`src/rtl/clock_pkg.sv`:
```
// Shared types and constants for the clock timekeeping / time-set controller.
package clock_pkg;

   typedef enum logic [1:0] {
      RUN     = 2'd0,
      SET_HR  = 2'd1,
      SET_MIN = 2'd2
   } state_t;

   localparam logic [3:0] HOUR_MIN = 4'd1;
   localparam logic [3:0] HOUR_MAX = 4'd12;
   localparam logic [5:0] MIN_MAX  = 6'd59;
   localparam logic [5:0] SEC_MAX  = 6'd59;

   // 12-hour wrap: 12 is followed by 1
   function automatic logic [3:0] hour_next(input logic [3:0] h);
      return (h == HOUR_MAX) ? HOUR_MIN : h + 4'd1;
   endfunction

endpackage

```
`src/rtl/clock_ctrl_btn_debounce.sv`:
```
// Push-button conditioner: 2-FF synchroniser, stability counter and a
// single-cycle pulse on each accepted press (nothing on release).
module btn_debounce #(
   parameter int DB_CYCLES = 1_000_000
) (
   input  logic clk,
   input  logic rst,
   input  logic btn,
   output logic press
);

   localparam int             CW      = $clog2(DB_CYCLES + 1);
   localparam logic [CW-1:0]  CNT_MAX = CW'(DB_CYCLES - 1);

   logic          sync1, sync2, level;
   logic [CW-1:0] cnt;
   logic          flip;

   assign flip = (sync2 != level) && (cnt == CNT_MAX);

   always_ff @(posedge clk or posedge rst) begin
      if (rst) begin
         sync1 <= 1'b0;
         sync2 <= 1'b0;
         level <= 1'b0;
         cnt   <= '0;
         press <= 1'b0;
      end else begin
         sync1 <= btn;
         sync2 <= sync1;
         // any agreeing sample restarts the stability window
         if (sync2 == level || flip)
            cnt <= '0;
         else
            cnt <= cnt + CW'(1);
         if (flip)
            level <= ~level;
         press <= flip & ~level;
      end
   end

endmodule

```
`src/rtl/clock_ctrl.sv`:
```
// Clock timekeeping: 1 Hz prescaler, h:m:s counters (12-hour with AM/PM),
// RUN/SET_HR/SET_MIN mode FSM and blink control for the field being edited.
module clock_ctrl
   import clock_pkg::*;
#(
   parameter int TICK_DIV  = 100_000_000,
   parameter int DB_CYCLES = 1_000_000,
   parameter int BLINK_DIV = 25_000_000
) (
   input  logic       clk,
   input  logic       rst,
   input  logic       btn_mode,
   input  logic       btn_inc,
   output logic [3:0] hour,
   output logic [5:0] min,
   output logic [5:0] sec,
   output logic       pm,
   output logic       blank_hour,
   output logic       blank_min,
   output logic       setting
);

   localparam int            PW        = $clog2(TICK_DIV);
   localparam int            BW        = $clog2(BLINK_DIV);
   localparam logic [PW-1:0] PRESC_MAX = PW'(TICK_DIV - 1);
   localparam logic [BW-1:0] BLINK_MAX = BW'(BLINK_DIV - 1);

   state_t        state, state_nxt;
   logic          mode_press, inc_press;
   logic [PW-1:0] presc;
   logic [BW-1:0] blink_cnt;
   logic          blink_phase;
   logic          tick, inc_ok, enter_set;

   btn_debounce #(.DB_CYCLES(DB_CYCLES)) u_mode (
      .clk   (clk),
      .rst   (rst),
      .btn   (btn_mode),
      .press (mode_press)
   );

   btn_debounce #(.DB_CYCLES(DB_CYCLES)) u_inc (
      .clk   (clk),
      .rst   (rst),
      .btn   (btn_inc),
      .press (inc_press)
   );

   always_ff @(posedge clk or posedge rst) begin
      if (rst)
         state <= RUN;
      else
         state <= state_nxt;
   end

   always_comb begin
      state_nxt = state;
      if (mode_press) begin
         case (state)
            RUN:     state_nxt = SET_HR;
            SET_HR:  state_nxt = SET_MIN;
            default: state_nxt = RUN;
         endcase
      end
   end

   // a mode press always wins over a same-cycle tick or increment
   assign tick      = (state == RUN) && (presc == PRESC_MAX) && !mode_press;
   assign inc_ok    = inc_press && !mode_press && (state != RUN);
   assign enter_set = mode_press && (state_nxt != RUN);

   always_ff @(posedge clk or posedge rst) begin
      if (rst) begin
         setting     <= 1'b0;
         presc       <= '0;
         hour        <= HOUR_MAX;
         min         <= '0;
         sec         <= '0;
         pm          <= 1'b0;
         blink_cnt   <= '0;
         blink_phase <= 1'b0;
      end else begin
         setting <= (state_nxt != RUN);

         // held at zero outside RUN so the first tick after SET_MIN is a full period
         if (state != RUN || mode_press || presc == PRESC_MAX)
            presc <= '0;
         else
            presc <= presc + PW'(1);

         if (mode_press && state == RUN) begin
            sec <= '0;
         end else if (tick) begin
            if (sec == SEC_MAX) begin
               sec <= '0;
               if (min == MIN_MAX) begin
                  min  <= '0;
                  hour <= hour_next(hour);
                  if (hour == HOUR_MAX - 4'd1)
                     pm <= ~pm;
               end else begin
                  min <= min + 6'd1;
               end
            end else begin
               sec <= sec + 6'd1;
            end
         end else if (inc_ok) begin
            if (state == SET_HR) begin
               hour <= hour_next(hour);
               if (hour == HOUR_MAX - 4'd1)
                  pm <= ~pm;
            end else begin
               min <= (min == MIN_MAX) ? 6'd0 : min + 6'd1;
            end
         end

         // restart blinking visible so an edit is seen for a full half-period
         if (enter_set || inc_ok) begin
            blink_cnt   <= '0;
            blink_phase <= 1'b0;
         end else if (blink_cnt == BLINK_MAX) begin
            blink_cnt   <= '0;
            blink_phase <= ~blink_phase;
         end else begin
            blink_cnt <= blink_cnt + BW'(1);
         end
      end
   end

   assign blank_hour = (state == SET_HR)  && blink_phase;
   assign blank_min  = (state == SET_MIN) && blink_phase;

endmodule
```
`config.mk`:
```
export PLATFORM = sky130hd
export DESIGN_NAME = clock_ctrl
export DESIGN_NICKNAME = d
export VERILOG_FILES = /design/src/rtl/clock_pkg.sv /design/src/rtl/clock_ctrl_btn_debounce.sv /design/src/rtl/clock_ctrl.sv
export SDC_FILE = /design/constraint.sdc
export NUM_CORES = 1
export LEC_CHECK = 0
export CAP_MARGIN = 10
export CORE_AREA = 4 4 126 128
export CTS_CLUSTER_SIZE = 40
export DETAILED_ROUTE_END_ITERATION = 16
export DIE_AREA = 0 0 130 132
export PLACE_DENSITY = 0.6
export REMOVE_ABC_BUFFERS = 1
export SYNTH_ARGS = -nofsm -noshare
export SYNTH_HDL_FRONTEND = slang
export SYNTH_SLANG_ARGS = --single-unit
```
`constraint.sdc`:
```
create_clock -name clk -period 4.6 [get_ports clk]
set_input_delay 0.69 -clock clk [delete_from_list [all_inputs] [get_ports clk]]
set_output_delay 0.69 -clock clk [all_outputs]
set_load 0.02 [all_outputs]
```
---- After elaboration in Yosys (flattened, before gate mapping) ----
Cells that the tools add are included.
W data, S select, Z words.
storage, ports and cells
  bits in registers ....................... 121
  input port bits ......................... 4
  output and inout bits ................... 20
  word-level logic and storage cells ...... 104
cells by class
  add/sub/neg operators ................... 7
  equal/unequal tests ..................... 17
  muxes and demuxes ....................... 29
  bitwise gates (word level) .............. 7
  reduce and logical (&&, ||, !) cells .... 25
operators by type and width
  cell                     count
  $mux W25                 2
  $mux W6                  8
  $add A20 B1 Y20 const B  2
  $eq A20 B20 Y1 const B   2
  $mux W20                 2
  $add A27 B1 Y27 const B  1
  $eq A27 B27 Y1 const B   1
  $mux W27                 1
  $add A25 B1 Y25 const B  1
  $eq A25 B25 Y1 const B   1
  $mux W4                  6
  $add A6 B1 Y6 const B    2
  $eq A6 B6 Y1 const B     2
  $reduce_bool A2 Y1       6
  $logic_and A1 B1 Y1      10
  $eq A4 B4 Y1 const B     2
  $mux W1                  8
  $logic_or A1 B1 Y1       5
  $not A1 Y1               5
  $reduce_and A5 Y1        1
  $add A4 B1 Y4 const B    1
  $ne A2 B1 Y1 const B     2
  $pmux W2 S2              1
  $reduce_and A4 Y1        1
  9 further kinds          12

---- Longest topological paths before layout ----
  word-level depth ........................ 7
  mapped depth ............................ 8
  depth with buffers taken out ............ 7

---- Modules after synthesis ----
From an unflattened synthesis, not the netlist that was laid out.
unflattened totals
  cell total of the unflattened synthesis .. 608
  area total of the unflattened synthesis .. 6112.1 um2
modules (own cells, without submodules)
  module        times used  cells an instance  area each (um2)  sequential area each (um2)
  clock_ctrl    1           382                3757.4           1829.3
  btn_debounce  2           113                1177.4           600.6

---- Least setup slack after synthesis ----
No wires, ideal clock.
  kind .................................... register -> register
  start point ............................. register presc[10]
  end point ............................... register sec[4]
  setup time .............................. 0.078 ns
  arrival ................................. 2.199 ns
  data required time ...................... 4.522 ns
  setup slack ............................. 2.323 ns
  cell stages (with the launch flop) ...... 6
  path buffers ............................ 0
  clock period less this slack ............ 2.277 ns
  cells stage by stage .................... dfrtp_1 -> or4b_4 -> nor4_4 -> nand3_2 -> or4b_1 -> a21oi_1
between the ends
  longest elaborated chain between the ends .. 4
ends and longest elaborated chain
  what                                 line               RTL
  from (decl)                          clock_ctrl.sv:30   logic [PW-1:0] presc;
  from (signal assigned)               clock_ctrl.sv:89   presc <= presc + PW'(1);
  $eq A27 B27 Y1                       clock_ctrl.sv:68   assign tick = (state == RUN) && (presc == PRESC_MAX) && !mode_press;
  $logic_and A1 B1 Y1 (2 in a row)     clock_ctrl.sv:68
  $reduce_bool A2 Y1 (no source line)  n/a
  to (signal assigned)                 clock_ctrl.sv:105  sec <= sec + 6'd1;
  to (decl)                            clock_ctrl.sv:16   output logic [5:0] sec,
No other way between the ends.
A chain may end at the register's enable or synchronous reset.

---- Worst setup path after layout ----
  start point ............................. register presc[10]
  end point ............................... register presc[12]
between the ends
  longest elaborated chain between the ends .. 3
  elaborated cells between the ends (all ways) .. 4
  classes of those cells .................. 1 x add/sub; 1 x eq/ne; 1 x mux; 1 x reduce/logical
ends and longest elaborated chain
  what                                                     line              RTL
  branches (longest 2 deep; another with $add A27 B1 Y27)  n/a
  $mux W27 (*)                                             clock_ctrl.sv:86  if (state != RUN || mode_press || presc == PRESC_MAX)
Every way passes the cells marked *.

==> flow_summary.toml <==
[clocking]
cts_buffers = 17
cts_sinks = 121
cts_setup_buffers = 0
cts_tree = "yes"
clock_latency_ps = 410
clkTransAtPathRegs_ps = 50
clockBufferDepth = 2
ctsResizeCount = 0
htree_levels = 4
cts_hold_buf = 0
cts-root-buf = "clkbuf_16"

[timing]
rsz0062_at_grt = "no"
tns_ps = 0
finalHoldViolCount = 0
fin_crit_ps = 2550
setup_viol = 0
final_max_slew_viol_count = 0
post-route-period-util_pct = 55.4
tightest_slew_ps = 1070
fin_skew_ps = 9.21
setup_ws_ps = 2050
relSlewSlack_pct = 27.9
fmax_ghz = 0.392

[drt]
remaining_drc_errors = 0
detail_route.wl_per_cell_um = 13.7
vias = 4220
drtAntennaViolNets = 0
first_pass_iters = 4
postRouteWirelength_mm = 11.3
first_iter_violations = 200
viasPerCell = 5.11

[yosys]
syn_inst = 595
ys_seq_area_share_pct = 52.3
netlist_area_um2 = 5790
synth_edf_count = 0
avgSynthCellArea_um2 = 9.74
ys.flop_type = "dfrtp_1"
synth_cell_types = 43
synth-seq-cells = 121
async_flop_share_pct = 100
ys_warn_count = 0

[finish]
nNetsFinal = 638
area_growth_pct = 17.6
drive_gt1_share_pct = 7.37
antenna_cells = 0
final_area_um2 = 6810
instances_no_fill = 826

[placement]
place_area_um2 = 6230
dp_hpwl_mm = 7.54
dp_cells = 795
io_buffers = 23
place.gp.congestion = 0.785
place_ws_ps = 2060

[worst_setup_path]
critPathLaunchType = "flop"
worstSetupPathType = "flop to flop"
path_delay_family = "simple AND/OR/NAND/NOR gates"
cp.arrival_ps = 2800
cpMaxStageDelayCell = "nand2_1"
crit_required_ps = 4860
end_kind = "flop"
cpPeakStageDelay_ps = 650
path_buf_inv = 0
path_cells = "or4b_4 > nor4_4 > nand2_1 > nand2_1 > nor2_1"
path_common_cell = "nand2_1"
cp_max_fo = 26

[power_and_ir_drop]
powerDensity_nw_per_um2 = 358
p_leak_uw = 0.00293
peakVddDrop_uv = 271
power_uw = 2440

[run]
drv_cap = 0

[min_path]
hold_class = "flop to flop"

[die]
core_um2 = 14900
dieArea_um2 = 17200
ios = 24
die_h_um = 132
die_w_um = 130
fp-row-count = 45
initial_core_util_pct = 39.0

[grt]
grt_pass1_vias = 4281
grt_overflow = 0
grt.total_usage_pct = 14.3
grt_pass1_wl_mm = 20.0
grt_max_degree = 66
antenna_found_initial = 0

[run_status]
status = "completed"
[area by class of cell]
cell class / count / area, µm²
Tap cell: 188 / 235
Timing Repair Buffer: 25 / 245
Clock buffer: 22 / 464
Clock inverter: 9 / 123
Inverter: 16 / 62.6
Multi-Input combinational cell: 445 / 2650
Sequential cell: 121 / 3030
Fill cell: 1380 / 8050
[per-layer routing]
layer	share of wire (%)	routed length [µm]	vias to the layer above	GRT usage [%]
met2	48	5360	50	23.4
met4	1.4	159	0	4.45
met5	0	0	-	0
met3	3.7	421	20	4.46
li1	-	-	2094	-
met1	47	5340	2056	18.2
[flip-flops by register name, indices dropped and copies added, names as in the netlist, 2 cells and up]
register	count
presc	27
blink_cnt	25
u_inc.cnt	20
u_mode.cnt	20
min	6
sec	6
hour	4
state	2
[through the flow]
| step | hold WS [ps] | utilization (%) |
|---|---|---|
| floorplan | 331 | - |
| global placement | 334 | 41.9 |
| detailed placement | 342 | 41.9 |
| CTS | 355 | 45.8 |
| global route | 369 | 45.8 |
| finish | 352 | 45.8 |
[power breakdown]
group / leakage (µW) / switching (µW) / total [µW] / internal, µW
clock network: 0.000290 / 453 / 1320 / 871
registers: 0.00164 / 5.58 / 1080 / 1070
logic: 0.000999 / 29.8 / 38.5 / 8.69
[synth_stat cells (2+ instances only)]
| cell type | n | share of area [%] |
|---|---|---|
| nor2_1 | 124 | 8.0 |
| dfrtp_1 | 119 | 51 |
| xor2_1 | 50 | 7.6 |
| nand2_1 | 49 | 3.2 |
| nand3_1 | 42 | 3.6 |
| xnor2_1 | 37 | 5.6 |
| nand4_1 | 19 | 2.1 |
| inv_1 | 16 | 1.0 |
| nor3_1 | 15 | 1.3 |
| o21ai_0 | 15 | 1.3 |
| and3_1 | 14 | 1.5 |
| clkbuf_1 | 13 | 0.84 |
| and4_1 | 11 | 1.7 |
| a21oi_1 | 9 | 0.78 |
| ha_1 | 8 | 1.7 |
| mux2_2 | 5 | 0.97 |
| nor4_1 | 4 | 0.43 |
| and2_1 | 3 | 0.32 |
| nand2b_1 | 3 | 0.32 |
| o211ai_1 | 3 | 0.39 |
| o31ai_1 | 3 | 0.39 |
| or2_2 | 3 | 0.32 |
| or3_1 | 3 | 0.32 |
| dfstp_2 | 2 | 0.91 |
| nor2b_1 | 2 | 0.22 |
| nor3b_1 | 2 | 0.26 |
| nor4b_1 | 2 | 0.30 |
| or4_1 | 2 | 0.26 |
| or4b_1 | 2 | 0.35 |
| or4b_2 | 2 | 0.35 |
[cell families after synthesis]
group           after synthesis  synth area share (%)
simple gates                310                  26.4
flops                       121                  52.3
xor+xnor                     87                  13.2
compound gates               35                  3.54
buf+inv                      29                  1.88
fa+ha+maj                     8                  1.73
mux                           5                 0.972
[worst paths after layout]
check	from	to	slack (ps)	cells past startpoint
max in group asynchronous	rst	presc[21]	2880	3
max reg2reg	presc[10]	presc[12]	2050	5
min reg2reg	u_mode.sync1	u_mode.sync2	350	0
max	presc[10]	presc[12]	2050	5
min	u_mode.sync1	u_mode.sync2	350	0
min in group asynchronous	rst	u_inc.cnt[5]	780	2
[cell usage in the layout, fill, tap and decap left out, drive strengths merged, types with 16 or more instances in the layout]
cell           Yosys  final
nand4             19     19
xnor2             37     37
nor3              16     16
nand2             49     49
nor2             124    124
inv               16     16
clkbuf            13     22
dfrtp            119    119
nand3             43     43
clkdlybuf4s50      0     23
xor2              50     50
Note: power is estimated with default switching activity, not from simulation.
